===== config.mk =====
export PLATFORM = sky130hd
export DESIGN_NAME = alu_seq
export DESIGN_NICKNAME = d
export VERILOG_FILES = /design/src/rtl/alu_seq.sv
export SDC_FILE = /design/constraint.sdc
export NUM_CORES = 1
export LEC_CHECK = 0
export CAP_MARGIN = 15
export CELL_PAD_IN_SITES_DETAIL_PLACEMENT = 0
export CELL_PAD_IN_SITES_GLOBAL_PLACEMENT = 1
export CORE_ASPECT_RATIO = 1.2
export CORE_MARGIN = 2
export CORE_UTILIZATION = 35
export DETAILED_ROUTE_END_ITERATION = 6
export PLACE_DENSITY_LB_ADDON = 0.1
export SYNTH_ARGS = -nofsm -noshare
export SYNTH_HDL_FRONTEND = slang
export SYNTH_SLANG_ARGS = --single-unit

===== constraint.sdc =====
create_clock -name clk -period 2.8 [get_ports clk]
set_input_delay 0.56 -clock clk [delete_from_list [all_inputs] [get_ports clk]]
set_output_delay 0.56 -clock clk [all_outputs]
set_load 0.02 [all_outputs]

===== src/rtl/alu_seq.sv =====
// alu_seq: registered ALU with an iterative shift-add MUL and
// valid/ready handshakes on both the command and result sides.
//
// Ports:
//   clk, rst          clock, synchronous active-high reset
//   a, b, op_code     command operands and operation select
//   in_valid/in_ready command handshake (ready only in IDLE)
//   result, flag_*    registered result and Z/C/V/N flags
//   out_valid/ready   result handshake (valid only in DONE)
`timescale 1ns/1ps
module alu_seq #(
  parameter int WIDTH = 8
) (
  input  logic             clk,
  input  logic             rst,
  input  logic [WIDTH-1:0] a,
  input  logic [WIDTH-1:0] b,
  input  logic [2:0]       op_code,
  input  logic             in_valid,
  output logic             in_ready,
  output logic [WIDTH-1:0] result,
  output logic             flag_z,
  output logic             flag_c,
  output logic             flag_v,
  output logic             flag_n,
  output logic             out_valid,
  input  logic             out_ready
);

  localparam int PW = 2 * WIDTH;
  localparam int CW = $clog2(WIDTH + 1);
  localparam int MSB = WIDTH - 1;

  localparam logic [CW-1:0] CNT_INIT = CW'(WIDTH);
  localparam logic [CW-1:0] CNT_ONE  = CW'(1);

  localparam logic [2:0] OP_ADD = 3'b000;
  localparam logic [2:0] OP_SUB = 3'b001;
  localparam logic [2:0] OP_AND = 3'b010;
  localparam logic [2:0] OP_OR  = 3'b011;
  localparam logic [2:0] OP_XOR = 3'b101;
  localparam logic [2:0] OP_MUL = 3'b110;

  typedef enum logic [1:0] {
    S_IDLE,
    S_BUSY,
    S_DONE
  } state_e;

  state_e           state_q, state_d;
  logic [WIDTH-1:0] res_q, res_d;
  logic [3:0]       flg_q, flg_d;
  logic [PW-1:0]    mcand_q, mcand_d;
  logic [WIDTH-1:0] mplr_q, mplr_d;
  logic [PW-1:0]    acc_q, acc_d;
  logic [CW-1:0]    cnt_q, cnt_d;

  logic accept;
  logic is_add;
  logic is_sub;
  logic is_and;
  logic is_or;
  logic is_xor;
  logic is_mul;

  assign in_ready  = (state_q == S_IDLE);
  assign out_valid = (state_q == S_DONE);
  assign accept    = in_valid && in_ready;

  assign is_add = (op_code == OP_ADD);
  assign is_sub = (op_code == OP_SUB);
  assign is_and = (op_code == OP_AND);
  assign is_or  = (op_code == OP_OR);
  assign is_xor = (op_code == OP_XOR);
  assign is_mul = (op_code == OP_MUL);

  assign result = res_q;
  assign flag_z = flg_q[3];
  assign flag_c = flg_q[2];
  assign flag_v = flg_q[1];
  assign flag_n = flg_q[0];

  // Flag vector order: {Z, C, V, N}
  function automatic logic [3:0] mk_flags(
    input logic [WIDTH-1:0] r,
    input logic             c,
    input logic             v
  );
    mk_flags = {(r == '0), c, v, r[MSB]};
  endfunction

  // Single-cycle datapath for every op except MUL.
  logic [WIDTH:0]   sum_w;
  logic [WIDTH:0]   dif_w;
  logic [WIDTH-1:0] alu_r;
  logic             alu_c;
  logic             alu_v;

  always_comb begin
    sum_w = {1'b0, a} + {1'b0, b};
    // Top bit of the widened difference is the borrow (a < b).
    dif_w = {1'b0, a} - {1'b0, b};
    alu_r = '0;
    alu_c = 1'b0;
    alu_v = 1'b0;
    unique case (1'b1)
      is_add: begin
        alu_r = sum_w[WIDTH-1:0];
        alu_c = sum_w[WIDTH];
        alu_v = (a[MSB] == b[MSB]) &&
                (alu_r[MSB] != a[MSB]);
      end
      is_sub: begin
        alu_r = dif_w[WIDTH-1:0];
        alu_c = dif_w[WIDTH];
        alu_v = (a[MSB] != b[MSB]) &&
                (alu_r[MSB] != a[MSB]);
      end
      is_and: alu_r = a & b;
      is_or:  alu_r = a | b;
      is_xor: alu_r = a ^ b;
      default: begin
        alu_r = '0;
        alu_c = 1'b0;
        alu_v = 1'b0;
      end
    endcase
  end

  // Shift-add step: multiplicand moves left, multiplier
  // moves right, one multiplier bit consumed per cycle.
  logic [PW-1:0]    acc_step;
  logic [WIDTH-1:0] mul_lo;
  logic             mul_ovf;
  logic             last_bit;

  assign acc_step = mplr_q[0] ? (acc_q + mcand_q) : acc_q;
  assign mul_lo   = acc_step[WIDTH-1:0];
  assign mul_ovf  = |acc_step[PW-1:WIDTH];
  assign last_bit = (cnt_q == CNT_ONE);

  always_comb begin
    state_d = state_q;
    res_d   = res_q;
    flg_d   = flg_q;
    mcand_d = mcand_q;
    mplr_d  = mplr_q;
    acc_d   = acc_q;
    cnt_d   = cnt_q;
    unique case (state_q)
      S_IDLE: begin
        if (accept) begin
          if (is_mul) begin
            mcand_d = {{WIDTH{1'b0}}, a};
            mplr_d  = b;
            acc_d   = '0;
            cnt_d   = CNT_INIT;
            state_d = S_BUSY;
          end else begin
            res_d   = alu_r;
            flg_d   = mk_flags(alu_r, alu_c, alu_v);
            state_d = S_DONE;
          end
        end
      end
      S_BUSY: begin
        acc_d   = acc_step;
        mcand_d = mcand_q << 1;
        mplr_d  = mplr_q >> 1;
        cnt_d   = cnt_q - CNT_ONE;
        if (last_bit) begin
          res_d   = mul_lo;
          flg_d   = mk_flags(mul_lo, mul_ovf, mul_ovf);
          state_d = S_DONE;
        end
      end
      S_DONE: begin
        if (out_ready) begin
          state_d = S_IDLE;
        end
      end
      default: state_d = S_IDLE;
    endcase
  end

  always_ff @(posedge clk) begin
    if (rst) begin
      state_q <= S_IDLE;
      res_q   <= '0;
      flg_q   <= '0;
      mcand_q <= '0;
      mplr_q  <= '0;
      acc_q   <= '0;
      cnt_q   <= '0;
    end else begin
      state_q <= state_d;
      res_q   <= res_d;
      flg_q   <= flg_d;
      mcand_q <= mcand_d;
      mplr_q  <= mplr_d;
      acc_q   <= acc_d;
      cnt_q   <= cnt_d;
    end
  end

endmodule


After elaboration in Yosys (flattened, before gate mapping)
Cells that the tools add are included.

storage, ports and cells
  memories kept = 0
  word-level logic and storage cells = 72
  RAM bits = 0
  output and inout port bits = 14
  register bits = 58
  ROM bits = 0
  bits in latches = 0

cells by class
  divide/modulo/power cells = 0
  $mul = 0
  order comparisons = 0
  equal/unequal tests = 17
  mux-type cells = 29
  bitwise operators = 3
  add/sub/neg operators = 4
  shifts and indexed selects = 0
  reduce and logical (&&, ||, !) cells = 12

operators by type and width
  operator              count
  $mux W16              5
  $pmux W16 S2          2
  $mux W8               5
  $pmux W8 S5           1
  $pmux W8 S2           2
  $mux W4               5
  $add A16 B16 Y16      1
  $logic_not A8 Y1      2
  $pmux W4 S2           2
  $add A8 B8 Y9         1
  $sub A8 B8 Y9         1
  $and A8 B8 Y8         1
  $mux W2               4
  $or A8 B8 Y8          1
  $reduce_or A8 Y1      1
  $xor A8 B8 Y8         1
  $eq A3 B2 Y1 const B  2
  $eq A3 B3 Y1 const B  2
  $ne A2 B1 Y1 const B  3
  $pmux W2 S3           1
  $reduce_and A3 Y1     2
  $eq A4 B1 Y1 const B  1
  $ne A2 B2 Y1 const B  2
  $pmux W1 S2           2
  other kinds (11)      15

Logic depth before layout (Yosys ltp)
  depth after elaboration = 7
  gate-level depth with buffers = 10
  mapped depth without buffers = 10

Worst setup path after synthesis
OpenSTA, ideal clock, no wires.

  kind = register -> register
  start point = register mcand_q[0]
  end point = register flg_q[1]
  library setup time = 148 ps
  setup slack = 95 ps
  stages on the path, launching flop included = 10
  buffers on the path = 0
  required time = 2,652 ps
  arrival = 2,557 ps
  cell sequence = dfxtp_1 > ha_1 > fa_1 > a21o_1 > a221oi_2 > nor2_1 > o311ai_0 > nand3_1 > a2111oi_0 > a211oi_1

on the way
  cells in the longest elaborated chain, start to end = 5

RTL lines
  what                    line  text
  start, declared         53    logic [PW-1:0] mcand_q, mcand_d;
  start signal, assigned  199   mcand_q <= mcand_d;
  $add A16 B16 Y16        137   assign acc_step = mplr_q[0] ? (acc_q + mcand_q) : acc_q;
  $mux W16                137
  $reduce_or A8 Y1        139   assign mul_ovf = |acc_step[PW-1:WIDTH];
  $mux W4                 171   if (last_bit) begin
  $pmux W4 S2             150   unique case (state_q)
  end signal, assigned    198   flg_q <= flg_d;
  end, declared           52    logic [3:0] flg_q, flg_d;

Every way passes these cells. The select of a mux whose other input is x is not followed.
A chain may end at the register's enable or synchronous reset.

Final worst setup path
Ends and elaborated chain as after synthesis.

==> flow_metrics.py <==
metrics = {
    "drt": {
        "routed_wl_um": 15330,
        "wl_met1_um": 6259,
        "wl_met2_um": 8052,
        "wl_met3_um": 482,
        "first_pass_iters": 6,
        "wl_per_cell_um": 17.48,
        "viasPerCell": 5.658,
        "drc": 0,
        "dr.first_iter.drc_count": 311,
        "vias": 4962,
        "top_layer": "met4",
        "ant_nets": 0,
    },
    "power_and_ir_drop": {
        "p_total_mw": 2.485,
        "clkPwrFrac_pct": 39.8,
        "seqPwrFrac_pct": 34.8,
        "switchingPower_mw": 0.6966,
        "leakagePower_nw": 2.690,
        "p_comb_share_pct": 25.4,
        "ir_drop_mv": 0.3131,
        "power_density_nw_per_um2": 393.3,
        "p_int_mw": 1.788,
        "swShare_pct": 28.04,
    },
    "sta": {
        "period_needed_ps": 2758,
        "final.setup.worst_slack_ps": 42.04,
        "tightestPinTransition_ps": 846.3,
        "fin_skew_ps": 4.395,
        "slew_headroom_pct": 42.98,
        "period_share_pct": 98.50,
        "final_max_slew_viol_count": 0,
        "hold_viol": 0,
        "setup_viol_count_final": 0,
        "maxClockFrequency_ghz": 0.3626,
        "rsz0062_at_grt": "true",
        "hold_slack_ps": 454.8,
    },
    "cts": {
        "cts_buffers": 9,
        "cts.sinks": 57,
        "cts.path.max_buffers": 2,
        "clk_latency_ps": 330,
        "path_clk_slew_ps": 50,
        "cts-root-buf": "clkbuf_16",
        "h-tree-depth": 3,
        "cts_tree": "yes",
    },
    "worst_setup_path": {
        "critPathMaxFanout": 2,
        "worstPathRequired_ps": 3040,
        "startpoint": "mcand_q[0]",
        "worstSetupPathType": "reg2reg",
        "rr_startpoint": "mcand_q[0]",
        "cpPeakStageDelay_ps": 340,
        "worstPathArrival_ps": 3000,
        "crit_chain": "ha_4 -> fa_2 -> a21o_1 -> buf_6 -> a22o_4 -> buf_4 -> o211ai_1 -> buf_4 -> a21o_1 -> and3_4 -> a211oi_2 -> buf_4 -> a211oi_1",
        "cpMostUsedCell": "buf_4",
        "worst_path_max_delay_cell": "fa_2",
        "crit_path_start_kind": "flip-flop",
        "worstSetupEndpointType": "flip-flop",
    },
    "yosys": {
        "yosys_warnings": 0,
        "synth-main-ff-cell": "dfxtp_1",
        "synthArstFlopShare_pct": 0,
        "syn_area_per_cell_um2": 7.626,
        "synth_top_area_cell": "dfxtp_1",
        "yosys.cell_count.top_type": "nor2_1",
        "synth_nets": 669,
        "synth-compound-area-share_pct": 31.04,
        "synth_area_um2": 4591,
        "synthAdderAreaFrac_pct": 12.48,
        "synthCells": 602,
        "synth_edf_count": 0,
        "yosysSeqAreaShare_pct": 24.86,
        "ys_ff_latch": 57,
        "ys_top_cells_by_count": "nor2_1, nand2_1, dfxtp_1",
        "yosysTopAreaCellShare_pct": 24.86,
        "yosys.area_share.simple_pct": 21.34,
        "synthXorXnorAreaFrac_pct": 1.908,
        "synth_cell_types": 74,
        "synth_top_family_by_area": "compound AO/OA/AOI/OAI gates",
        "synth.area.top_cells": "dfxtp_1, ha_1, nor2_1",
        "muxShareOfSynthArea_pct": 1.962,
    },
    "floorplanning": {
        "start_util_pct": 36.08,
        "dieArea_um2": 14050,
        "die_w_um": 108.5,
        "fp.coreArea_um2": 12720,
        "num_rows": 45,
        "io_pins": 37,
        "dieHeight_um": 129.5,
    },
    "placed_design": {
        "place_area_um2": 5713,
        "dp_hpwl_um": 11830,
        "pre_cts_ws_ps": -598.0,
        "gp_congestion": 0.9231,
        "port_buffers": 36,
    },
    "final_layout": {
        "area_growth_syn_to_layout_pct": 37.61,
        "drive_above_1_share_pct": 24.26,
        "design_area_um2": 6317,
        "num-nets-final": 777,
        "antenna_cells": 0,
        "utilization_pct": 49.65,
    },
    "run_status": {
        "status": "finished clean",
    },
    "global_route": {
        "grt_antenna_before_repair": 0,
        "overflow": 0,
        "grt_pass1_vias": 4965,
        "grt_pass1_wl_um": 24290,
        "grt_max_degree": 34,
        "track_usage_pct": 22.13,
    },
    "hold_path": {
        "worstHoldStart": "result[0]",
        "hold_class": "reg2reg",
    },
    "flow_run": {
        "max_cap_violations": 0,
    },
}
## power by group through the flow
stage / combinational (mW) / clock [mW] / sequential (mW)
2_1_floorplan: 0.299 / 0 / 0.889
3_3_place_gp: 0.577 / 0 / 0.880
3_5_place_dp: 0.583 / 0 / 0.881
4_1_cts: 0.607 / 1.02 / 0.865
5_1_grt: 0.692 / 1.05 / 0.868
6_report: 0.631 / 0.989 / 0.865
## what timing repair did
action / 4_1_cts / 5_1_grt
buffers inserted: 3 / 4
hold buffers: 0 / 0
setup endpoints to repair: 5 / 8
pin swaps: 11 / 12
resized for setup: 23 / 44
gates cloned: 0 / 0
## worst max-delay path: cells and delay by family, from the launching register on
family,cells,cell delay [ps]
AO/OA/AOI/OAI,6,1070
buffers and inverters,4,570
adder cells (fa/ha/maj),2,500
flip-flops,1,330
AND/OR/NAND/NOR,1,180
## final cells by class
type                       count  area (µm²)
tap                          164       205.2
timing repair buffer         138        1159
clock buffer                  14       264.0
inverter                      34       127.6
sequential                    57        1144
fill                        1293        6407
multi-input combinational    470        3418
## registers in the layout, indices dropped and copies added (netlist names)
signal,cells
acc_q,16
cnt_q,4
flg_q,4
mcand_q,16
mplr_q,8
result,7
state_q,2
## logic make-up (layout without fill, tap and decap cells)
group / count (synthesis) / count (layout)
AOI/OAI and AO/OA: 200 / 200
adders and majority gates: 44 / 44
muxes: 8 / 8
DFF: 57 / 57
buffers and inverters: 75 / 186
and+or+nand+nor: 208 / 208
xor gates and xnor gates: 10 / 10
## through the flow
step	instances	TNS, ps
after detailed placement	856	-3268
after CTS	873	0
after global routing	877	-104.2
after floorplan	602	0
final	877	0
after global placement	856	-2919
## final timing paths
check / endpoint / slack (ps) / depth (start not counted)
worst max-delay path: flg_q[1] / 40 / 13
worst min-delay path: result[0] / 450 / 2
worst max register to register: flg_q[1] / 40 / 13
worst min register to register: result[0] / 450 / 2
## cell usage in the layout, fill, tap and decap left out, types with 4 or more instances in the layout
cell type,synthesis,routed
nand3_1,12,12
nor4_1,6,4
a211oi_2,0,4
ha_4,0,6
nor2_1,72,72
nor2b_1,9,8
nand2b_1,5,4
a311oi_1,9,9
inv_2,0,7
nand4_1,4,4
a31oi_1,5,5
xnor2_1,7,7
nor3_1,9,9
ha_1,41,33
mux2_2,4,4
o211ai_1,7,7
nand3b_1,4,4
a222oi_1,5,5
buf_4,1,99
a211oi_1,15,11
clkdlybuf4s50_1,0,25
or2_2,4,4
o21a_1,5,5
a22oi_1,16,16
o22ai_1,4,4
dfxtp_1,57,55
o21ai_0,26,24
and3_1,8,6
nand2_1,58,58
clkbuf_16,0,9
a21oi_1,45,45
dlymetal6s2s_1,0,8
a21o_1,13,12
inv_1,33,26
or3_1,4,4
## layer usage
layer  vias to the layer above  track usage [%]
met5                         -                0
met4                         0            9.955
met3                        36            2.616
met2                       105            40.96
met1                      2388            25.18
li1                       2433                -
Note: power is estimated with default switching activity, not from simulation.
